`config.mk`:
```
export PLATFORM = sky130hd
export DESIGN_NAME = weight_update
export DESIGN_NICKNAME = d
export VERILOG_FILES = /design/src/rtl/som_pkg.sv /design/src/rtl/ch_blend.sv /design/src/rtl/weight_update.sv
export SDC_FILE = /design/constraint.sdc
export NUM_CORES = 1
export LEC_CHECK = 0
export ABC_CLOCK_PERIOD_IN_PS = 13900
export CORE_MARGIN = 1.5
export CORE_UTILIZATION = 35
export DETAILED_ROUTE_END_ITERATION = 6
export SYNTH_ARGS = -nofsm -noshare
export SYNTH_HDL_FRONTEND = slang
export SYNTH_HIERARCHICAL = 1
export SYNTH_SLANG_ARGS = --single-unit
export TNS_END_PERCENT = 5
```
`constraint.sdc`:
```
create_clock -name clk -period 13.9 [get_ports clk]
set_input_delay 1.39 -clock clk [delete_from_list [all_inputs] [get_ports clk]]
set_output_delay 1.39 -clock clk [all_outputs]
set_load 0.01 [all_outputs]
```
`src/rtl/som_pkg.sv`:
```
// SOM shared constants, FSM encoding and RGB channel helper (combinational only).
// Also used by the minimum-distance search; NEIGHBOR_UPD_EN adds the NBR state.
// No handshake of its own; backpressure is handled by the blocks that import it.
package som_pkg;

  localparam int N_NODES = 8;
  localparam int CH_W    = 8;
  localparam int N_CH    = 3;
  localparam int W_W     = 24;
  localparam int IDX_W   = 3;

  typedef enum logic [2:0] {
    ST_IDLE = 3'd0,
    ST_INIT = 3'd1,
    ST_UPD  = 3'd2,
`ifdef NEIGHBOR_UPD_EN
    ST_NBR  = 3'd3,
`endif
    ST_DONE = 3'd4
  } state_t;

  // Channel 0 is B (LSBs), channel 2 is R.
  function automatic logic [CH_W-1:0] ch_sel(input logic [W_W-1:0] v, input int unsigned c);
    return v[c*CH_W +: CH_W];
  endfunction

endpackage

```
`src/rtl/ch_blend.sv`:
```
// One 8-bit channel step toward the sample: w + ((x - w) >>> SHIFT).
// Latency: combinational.
// Backpressure: none; the caller decides when the result is written.
module ch_blend
  import som_pkg::*;
#(
  parameter int SHIFT = 2
)
(
  input  logic [CH_W-1:0] w,
  input  logic [CH_W-1:0] x,
  output logic [CH_W-1:0] w_new
);

  logic signed [CH_W:0] diff;
  logic signed [CH_W:0] step;

  // The 9-bit difference never overflows, and a floor shift of it keeps w + step
  // between w and x, so the narrowing below cannot wrap.
  assign diff  = $signed({1'b0, x}) - $signed({1'b0, w});
  assign step  = diff >>> SHIFT;
  assign w_new = CH_W'($signed({1'b0, w}) + step);

endmodule

```
`src/rtl/weight_update.sv`:
```
// SOM weight bank: 8-beat initial load, then winner (optionally neighbour) updates.
// Latency: update accepted in cycle 0, winner written at the cycle-1 edge, done in cycle 2
// (cycle 3 with NEIGHBOR_UPD_EN). Backpressure: ready only in IDLE; upd_valid is dropped otherwise.
module weight_update
  import som_pkg::*;
#(
  parameter int LR_SHIFT = 2
)
(
  input  logic             clk,
  input  logic             rst,
  input  logic             init_valid,
  input  logic [W_W-1:0]   init_w,
  input  logic             upd_valid,
  input  logic [W_W-1:0]   x,
  input  logic [IDX_W-1:0] win_index,
  output logic             ready,
  output logic             done,
  output logic [W_W-1:0]   w0,
  output logic [W_W-1:0]   w1,
  output logic [W_W-1:0]   w2,
  output logic [W_W-1:0]   w3,
  output logic [W_W-1:0]   w4,
  output logic [W_W-1:0]   w5,
  output logic [W_W-1:0]   w6,
  output logic [W_W-1:0]   w7,
  output logic [15:0]      upd_cnt
);

  state_t           state;
  logic [W_W-1:0]   w_q [N_NODES];
  logic [IDX_W-1:0] ptr;
  logic [IDX_W-1:0] idx_q;
  logic [W_W-1:0]   x_q;
  logic [W_W-1:0]   win_new;
  logic [15:0]      cnt_next;

  assign w0 = w_q[0];
  assign w1 = w_q[1];
  assign w2 = w_q[2];
  assign w3 = w_q[3];
  assign w4 = w_q[4];
  assign w5 = w_q[5];
  assign w6 = w_q[6];
  assign w7 = w_q[7];

  assign cnt_next = (&upd_cnt) ? upd_cnt : upd_cnt + 16'd1;

  for (genvar c = 0; c < N_CH; c++) begin : g_win
    ch_blend #(.SHIFT(LR_SHIFT)) u_blend (
      .w     (ch_sel(w_q[idx_q], c)),
      .x     (ch_sel(x_q, c)),
      .w_new (win_new[c*CH_W +: CH_W])
    );
  end

`ifdef NEIGHBOR_UPD_EN
  logic [IDX_W-1:0] idx_lo;
  logic [IDX_W-1:0] idx_hi;
  logic [W_W-1:0]   lo_new;
  logic [W_W-1:0]   hi_new;

  // Indices wrap here, but the write enables below stop the edge nodes wrapping.
  assign idx_lo = idx_q - IDX_W'(1);
  assign idx_hi = idx_q + IDX_W'(1);

  for (genvar c = 0; c < N_CH; c++) begin : g_nbr
    ch_blend #(.SHIFT(LR_SHIFT + 1)) u_lo (
      .w     (ch_sel(w_q[idx_lo], c)),
      .x     (ch_sel(x_q, c)),
      .w_new (lo_new[c*CH_W +: CH_W])
    );
    ch_blend #(.SHIFT(LR_SHIFT + 1)) u_hi (
      .w     (ch_sel(w_q[idx_hi], c)),
      .x     (ch_sel(x_q, c)),
      .w_new (hi_new[c*CH_W +: CH_W])
    );
  end
`endif

  always_ff @(posedge clk or posedge rst) begin
    if (rst) begin
      state   <= ST_IDLE;
      ptr     <= '0;
      idx_q   <= '0;
      x_q     <= '0;
      ready   <= 1'b1;
      done    <= 1'b0;
      upd_cnt <= '0;
      for (int i = 0; i < N_NODES; i++) w_q[i] <= '0;
    end else begin
      done <= 1'b0;
      case (state)
        ST_IDLE: begin
          if (init_valid) begin
            w_q[0] <= init_w;
            ptr    <= IDX_W'(1);
            state  <= ST_INIT;
            ready  <= 1'b0;
          end else if (upd_valid) begin
            x_q   <= x;
            idx_q <= win_index;
            state <= ST_UPD;
            ready <= 1'b0;
          end
        end
        ST_INIT: begin
          if (init_valid) begin
            w_q[ptr] <= init_w;
            ptr      <= ptr + IDX_W'(1);
            if (ptr == IDX_W'(N_NODES - 1)) begin
              state <= ST_IDLE;
              ready <= 1'b1;
            end
          end
        end
        ST_UPD: begin
          w_q[idx_q] <= win_new;
`ifdef NEIGHBOR_UPD_EN
          state <= ST_NBR;
`else
          state   <= ST_DONE;
          done    <= 1'b1;
          upd_cnt <= cnt_next;
`endif
        end
`ifdef NEIGHBOR_UPD_EN
        ST_NBR: begin
          if (idx_q != '0) w_q[idx_lo] <= lo_new;
          if (idx_q != '1) w_q[idx_hi] <= hi_new;
          state   <= ST_DONE;
          done    <= 1'b1;
          upd_cnt <= cnt_next;
        end
`endif
        ST_DONE: begin
          state <= ST_IDLE;
          ready <= 1'b1;
        end
        default: begin
          state <= ST_IDLE;
          ready <= 1'b1;
        end
      endcase
    end
  end

endmodule

```
==> reports/results.txt, run 1 <==
Final Cycle Share = 43.6%
clock-pin slew on the worst setup and hold paths = 60 ps
hold_sp = upd_cnt[14]$_DFFE_PP0P_
Net Sw Frac = 47.5%
worst-case clock buffer depth = 3
register area share after synthesis = 41.7%
Initial Util = 35.6%
Row Count = 74
routing usage on met2 = 40.7%
Layout Nets = 1815
CTS tree = done
Setup WS pre-CTS = 8000 ps
routability cong. = 0.865
synthesis-to-layout area growth = 27.4%
crit-path most repeated cell = xnor2_1
die area = 0.0429 mm^2
Clock Power Share = 13.3%
area leader, netlist = dfrtp_1
Gates resized, CTS repair = 0
crit end category = flip-flop
syn nets = 1640
Hold Slack = 492 ps
sequential power share = 23.1%
Fin. Hold Viols = 0
Worst path max stage delay = 1120 ps
Post-synth EDFFs = 0
Synth warnings = 6
critical path, cell by cell = and3b_1 > buf_4 > a22o_1 > a221oi_1 > o221ai_1 > inv_1 > ha_1 > a21o_1 > a31o_2 > a41o_4 > a21oi_1 > xnor2_1 > ha_1 > or4_1 > o22ai_1 > xnor2_1 > xnor2_1 > and2_1 > a32oi_1 > o21ai_0
number of global-route vias before repair = 13500
worst reg2reg path startpoint = idx_q[0]$_DFFE_PP0P_
met1 global-route usage = 38.6%
Port Buffer Count = 264
critical path class = reg -> reg
Initial DRC Count = 1618
hold_buf cts = 0
global route overflow = 0
top cells by area, synth = dfrtp_1 (41%), mux2_2 (4.9%), a22oi_1 (4.7%)
Remaining DRCs = 33
crit path launch = idx_q[0]$_DFFE_PP0P_
post-DP HPWL = 39.5 mm
Pwr Total = 6.38 mW
global-route wire length before repair = 88.2 mm
Min-Delay Path Depth = 1
top cells by count, synth = dfrtp_1 (242), nand2_1 (138), nor2_1 (137)
H-Tree Depth = 1
critical path fanouts, max = 68
final WL = 59.4 mm
Setup crit start kind = flip-flop
required time of the critical path = 14400 ps
CORE AREA = 0.0410 mm^2
Final Setup Violations = 0
largest net degree at the start of global routing = 117
Peak VDD IR = 0.000225 V
fin. max-slew vios = 0
family with the most delay on the worst path = compound AO/OA/AOI/OAI gates
initial antenna violation count = 1
Netlist Area Pre-Place = 0.0146 mm^2
CTS Buf Count = 29
post-CTS setup repair buffer count = 0
wire per inst = 26.2 um
layout cells sized above 1 = 11.4%
status = complete, but fails checks
Chip Height = 207 um
FF-to-FF End = w5[7]$_DFFE_PP0P_
Pint = 3.35 mW
ys flop type = dfrtp_1
relative slew slack = 26.3%
GR Util met3 = 5.28%
CP Buf/Inv Count = 2
fmax = 165 MHz
Final WS setup = 7850 ps
most frequent cell after synthesis = dfrtp_1
Setup Skew = 26.3 ps
pwr dens = 343 mW/mm^2
failing checks = design-rule violations
area fraction of the dominant cell type after synthesis = 41.5%
CP max-delay cell = dfrtp_4
Root Driver = clkbuf_16
setup TNS = 0 ps
WHS Endpoint = upd_cnt[14]$_DFFE_PP0P_
Yosys cell types = 80
DR vias = 13800
flop-to-flop setup slack = 7850 ps
hold crit path type = reg -> reg
Fillers = 3896
Routed Antenna Nets = 0
Least-Margin Pin Slew = 1100 ps
clk sink count = 243
Max-cap violations = 0
Top Ports = 265
Leakage = 7.31 nW
Via density = 6.10
Post-synth ARST share = 100%
sw power = 3.03 mW
Synth Register Bits = 243
Combinational Power Share = 63.6%
worst reg-to-reg path cell count = 20
setup repair after global routing missed its margin = false
busiest layer in global routing = met2
crit path time final = 6050 ps
Total GRT Usage = 26.9%
worst skew pair latency = 590 ps
Worst EP arrival = 6550 ps
die width = 207 um
DRT Pass-1 Iters = 7
post-synthesis cell count = 1537
Mapped Avg Cell Area = 9.50 um^2
## placed cells by master, fill, tap and decap left out, types with 5 or more instances in the layout
cell / instances
bufinv_16: 6
o211ai_1: 6
o2bb2ai_1: 6
a311oi_1: 5
mux2_2: 64
clkdlybuf4s50_1: 264
a211oi_1: 6
a22oi_1: 92
nand2_1: 138
o21ai_1: 15
xnor2_1: 38
clkbuf_8: 5
clkbuf_16: 29
nor2b_1: 36
a32oi_1: 72
a221oi_1: 17
a31oi_1: 5
mux2i_1: 22
buf_4: 29
o22ai_1: 27
nand3_1: 16
a21oi_1: 93
a221o_1: 27
a21o_1: 9
nor2_1: 135
clkinv_2: 9
a222oi_1: 5
mux4_2: 5
ha_1: 45
inv_1: 41
xor2_1: 7
dfrtp_1: 238
o21ai_0: 89
and2_1: 27
## power groups by stage
stage          clock, mW  sequential, mW  combinational, mW
6_report           0.847            1.48               4.06
5_1_grt            0.884            1.50               4.39
3_3_place_gp           0            1.48               3.89
2_1_floorplan          0            1.34               2.56
4_1_cts            0.854            1.46               4.00
3_5_place_dp           0            1.47               3.97
## stage by stage
stage | instances | util, % | area (um^2)
finish | 2268 | 45.3 | 18600
global route | 2267 | 45.3 | 18600
CTS | 2267 | 45.3 | 18600
detailed placement | 2213 | 42.7 | 17500
global placement | 2213 | 42.7 | 17500
floorplan | 1537 | - | 14600
## metal layers
layer | share of wire (%) | vias to the layer above
met3 | 10 | 120
li1 | - | 6053
met5 | 0 | -
met2 | 44 | 864
met1 | 42 | 6798
met4 | 3.3 | 0
## flip-flops by register name, indices dropped and copies added (netlist names)
signal / flops
done: 1
idx_q: 3
ptr: 3
ready: 1
state: 3
upd_cnt: 16
w0: 24
w1: 24
w2: 24
w3: 24
w4: 24
w5: 24
w6: 24
w7: 24
x_q: 24
## cell families after synthesis
kind of cell,share of synthesized area [%]
compound gates,25.1
simple gates,12.8
flops,41.7
buf+inv,6.23
mux,7.22
fa+ha+maj,4.27
xor+xnor,2.70
## area by class of cell
type / count / area, um^2 / share of cell area [%]
clock inverters: 17 / 253 / 1.36
repair buffers: 293 / 2860 / 15.4
well taps: 532 / 666 / 3.58
inverters: 44 / 178 / 0.956
flip-flops and latches: 243 / 6090 / 32.8
clock buffers: 37 / 806 / 4.33
multi-input cells: 1101 / 7730 / 41.6
diodes: 1 / 2.50 / 0.0135
## worst max path at each step
stage / to / slack [ps] / cells after the start
2_1_floorplan: done$_DFF_PP0_ / 5840 / 1
3_3_place_gp: w6[7]$_DFFE_PP0P_ / 8120 / 20
3_5_place_dp: w5[7]$_DFFE_PP0P_ / 8000 / 20
4_1_cts: w5[7]$_DFFE_PP0P_ / 7970 / 20
5_1_grt: w5[7]$_DFFE_PP0P_ / 7600 / 20
6_report: w5[7]$_DFFE_PP0P_ / 7850 / 20
Power figures use the tool's default switching activity.
==> run 2, diff against run 1 <==
--- a/config.mk
+++ b/config.mk
@@ -5,7 +5,7 @@
 export SDC_FILE = /design/constraint.sdc
 export NUM_CORES = 1
 export LEC_CHECK = 0
-export ABC_CLOCK_PERIOD_IN_PS = 13900
+export ABC_CLOCK_PERIOD_IN_PS = 5500
 export CORE_MARGIN = 1.5
 export CORE_UTILIZATION = 35
 export DETAILED_ROUTE_END_ITERATION = 6
==> constraint.sdc (replaced) <==
create_clock -name clk -period 5.5 [get_ports clk]
set_input_delay 0.55 -clock clk [delete_from_list [all_inputs] [get_ports clk]]
set_output_delay 0.55 -clock clk [all_outputs]
set_load 0.01 [all_outputs]
==> reports/results.txt, run 2 (same netlist as run 1, synthesis figures left out) <==
Setup Skew = 10.5 ps
DP Area = 0.0177 mm^2
Final Setup Violations = 0
Max-cap violations = 0
global-route wire length before repair = 89.4 mm
synthesis-to-layout area growth = 28.3%
FF-to-FF End = w6[23]$_DFFE_PP0P_
required time of the critical path = 6000 ps
Top Ports = 265
fin. max-slew vios = 0
CORE AREA = 0.0410 mm^2
CTS Buf Count = 30
relative slew slack = 18.2%
Port Buffer Count = 264
failing checks = design-rule violations
crit path time final = 5140 ps
critical path class = reg -> reg
Final WS setup = 356 ps
setup repair after global routing missed its margin = false
worst reg-to-reg path cell count = 20
H-Tree Depth = 1
Leakage = 7.37 nW
post-DP HPWL = 40.4 mm
Worst EP arrival = 5640 ps
critical path, cell by cell = buf_4 > mux2i_1 > nor2_1 > a21oi_1 > o21ai_0 > inv_1 > ha_1 > a21o_1 > a31o_2 > a41o_4 > a21oi_1 > xnor2_1 > ha_1 > or4_1 > o22ai_1 > xnor2_1 > xnor2_1 > and2_1 > a22oi_1 > a21oi_1
initial antenna violation count = 2
post-route cell area = 0.0187 mm^2
status = complete, but fails checks
Worst path depth = 20
Fillers = 3946
die area = 0.0429 mm^2
setup TNS = 0 ps
largest net degree at the start of global routing = 153
final WL = 60.2 mm
Final Cycle Share = 93.5%
flop-to-flop setup slack = 360 ps
die width = 207 um
wire per inst = 26.3 um
clock-pin slew on the worst setup and hold paths = 60 ps
Initial DRC Count = 1763
most frequent cells in the layout = clkdlybuf4s50_1 (264), dfrtp_1 (238), nand2_1 (138)
Hold Slack = 440 ps
critical path fanouts, max = 15
global route overflow = 0
Routed Antenna Nets = 0
commonest non-fill, non-tap cell in the layout = clkdlybuf4s50_1
worst reg2reg path startpoint = idx_q[0]$_DFFE_PP0P_
Chip Height = 207 um
Row Count = 74
Setup crit start kind = flip-flop
DR vias = 14000
worst skew pair latency = 580 ps
pwr dens = 867 mW/mm^2
routability cong. = 0.905
Initial Util = 35.6%
Via density = 6.14
Least-Margin Pin Slew = 1230 ps
fmax = 194 MHz
Setup WS pre-CTS = 354 ps
CTS tree = done
Worst path max stage delay = 570 ps
layout cells sized above 1 = 12.2%
DRT Pass-1 Iters = 7
Remaining DRCs = 36
Root Driver = clkbuf_16
Fin. Hold Viols = 0
worst-case clock buffer depth = 3
clk sink count = 243
number of global-route vias before repair = 13800
Peak VDD IR = 0.000414 V
Reg area = 0.00609 mm^2
Multi-input gate area = 0.00774 mm^2
hold crit path type = in -> async
family with the most delay on the worst path = compound AO/OA/AOI/OAI gates
CP max-delay cell = dfrtp_4
crit end category = flip-flop
CP Buf/Inv Count = 2
Layout Nets = 1834
Total GRT Usage = 27.3%
-- run 2: cell types whose count changed in the layout (fill, tap and decap cells not counted), sizes merged --
cell,before,now
buf,29,47
bufinv,6,3
clkbuf,37,43
clkinv,9,6
clkinvlp,1,4
inv,45,43
-- run 2: layout make-up --
| type | instances | share of cell area (%) |
|---|---|---|
| clock inverter | 12 | 0.802 |
| antenna | 1 | 0.0134 |
| multi-input combinational | 1101 | 41.3 |
| sequential | 243 | 32.5 |
| inverter | 44 | 0.929 |
| clock buffer | 43 | 4.60 |
| tap | 532 | 3.55 |
| timing repair buffer | 311 | 16.2 |
-- run 2: routing by layer --
layer	global-route usage [%]	vias up	routed length [um]
met4	12.2	2	2670
met3	5.44	167	6380
met1	37.3	6882	24700
li1	-	6091	-
met5	0	-	16
met2	41.8	900	26400
-- run 2: how the worst max path moves through the flow --
| stage | start | to | slack [ps] |
|---|---|---|---|
| 6_report | idx_q[0]$_DFFE_PP0P_ | w6[23]$_DFFE_PP0P_ | 360 |
| 5_1_grt | idx_q[0]$_DFFE_PP0P_ | w6[23]$_DFFE_PP0P_ | 60 |
| 4_1_cts | idx_q[1]$_DFFE_PP0P_ | w6[23]$_DFFE_PP0P_ | 320 |
| 3_5_place_dp | idx_q[1]$_DFFE_PP0P_ | w6[23]$_DFFE_PP0P_ | 350 |
| 3_3_place_gp | idx_q[0]$_DFFE_PP0P_ | w6[22]$_DFFE_PP0P_ | 360 |
| 2_1_floorplan | idx_q[0]$_DFFE_PP0P_ | w6[23]$_DFFE_PP0P_ | 800 |
-- run 2: through the flow --
step | instances | total power [mW] | utilization [%]
2_1_floorplan | 1537 | 9.86 | -
6_report | 2287 | 16.2 | 45.7
4_1_cts | 2285 | 16.0 | 45.6
3_5_place_dp | 2230 | 13.9 | 43.1
5_1_grt | 2286 | 17.2 | 45.7
3_3_place_gp | 2230 | 13.8 | 43.1
-- run 2: power breakdown --
group          switching [mW]  leakage (nW)  internal (mW)
Combinational            5.79          3.78           4.67
Clock                   0.831         0.487           1.22
Sequential               1.15          3.10           2.56
-- run 2: tightest hold or removal path: cells and delay by family --
family / cells / cell delay (ps)
buffers and inverters: 3 / 990
-- run 2: timing repair --
item / 4_1_cts / 5_1_grt
hold buffers: 0 / 0
resized for setup: 0 / 3
setup endpoints to repair: 0 / 7
setup buffers: 0 / 1
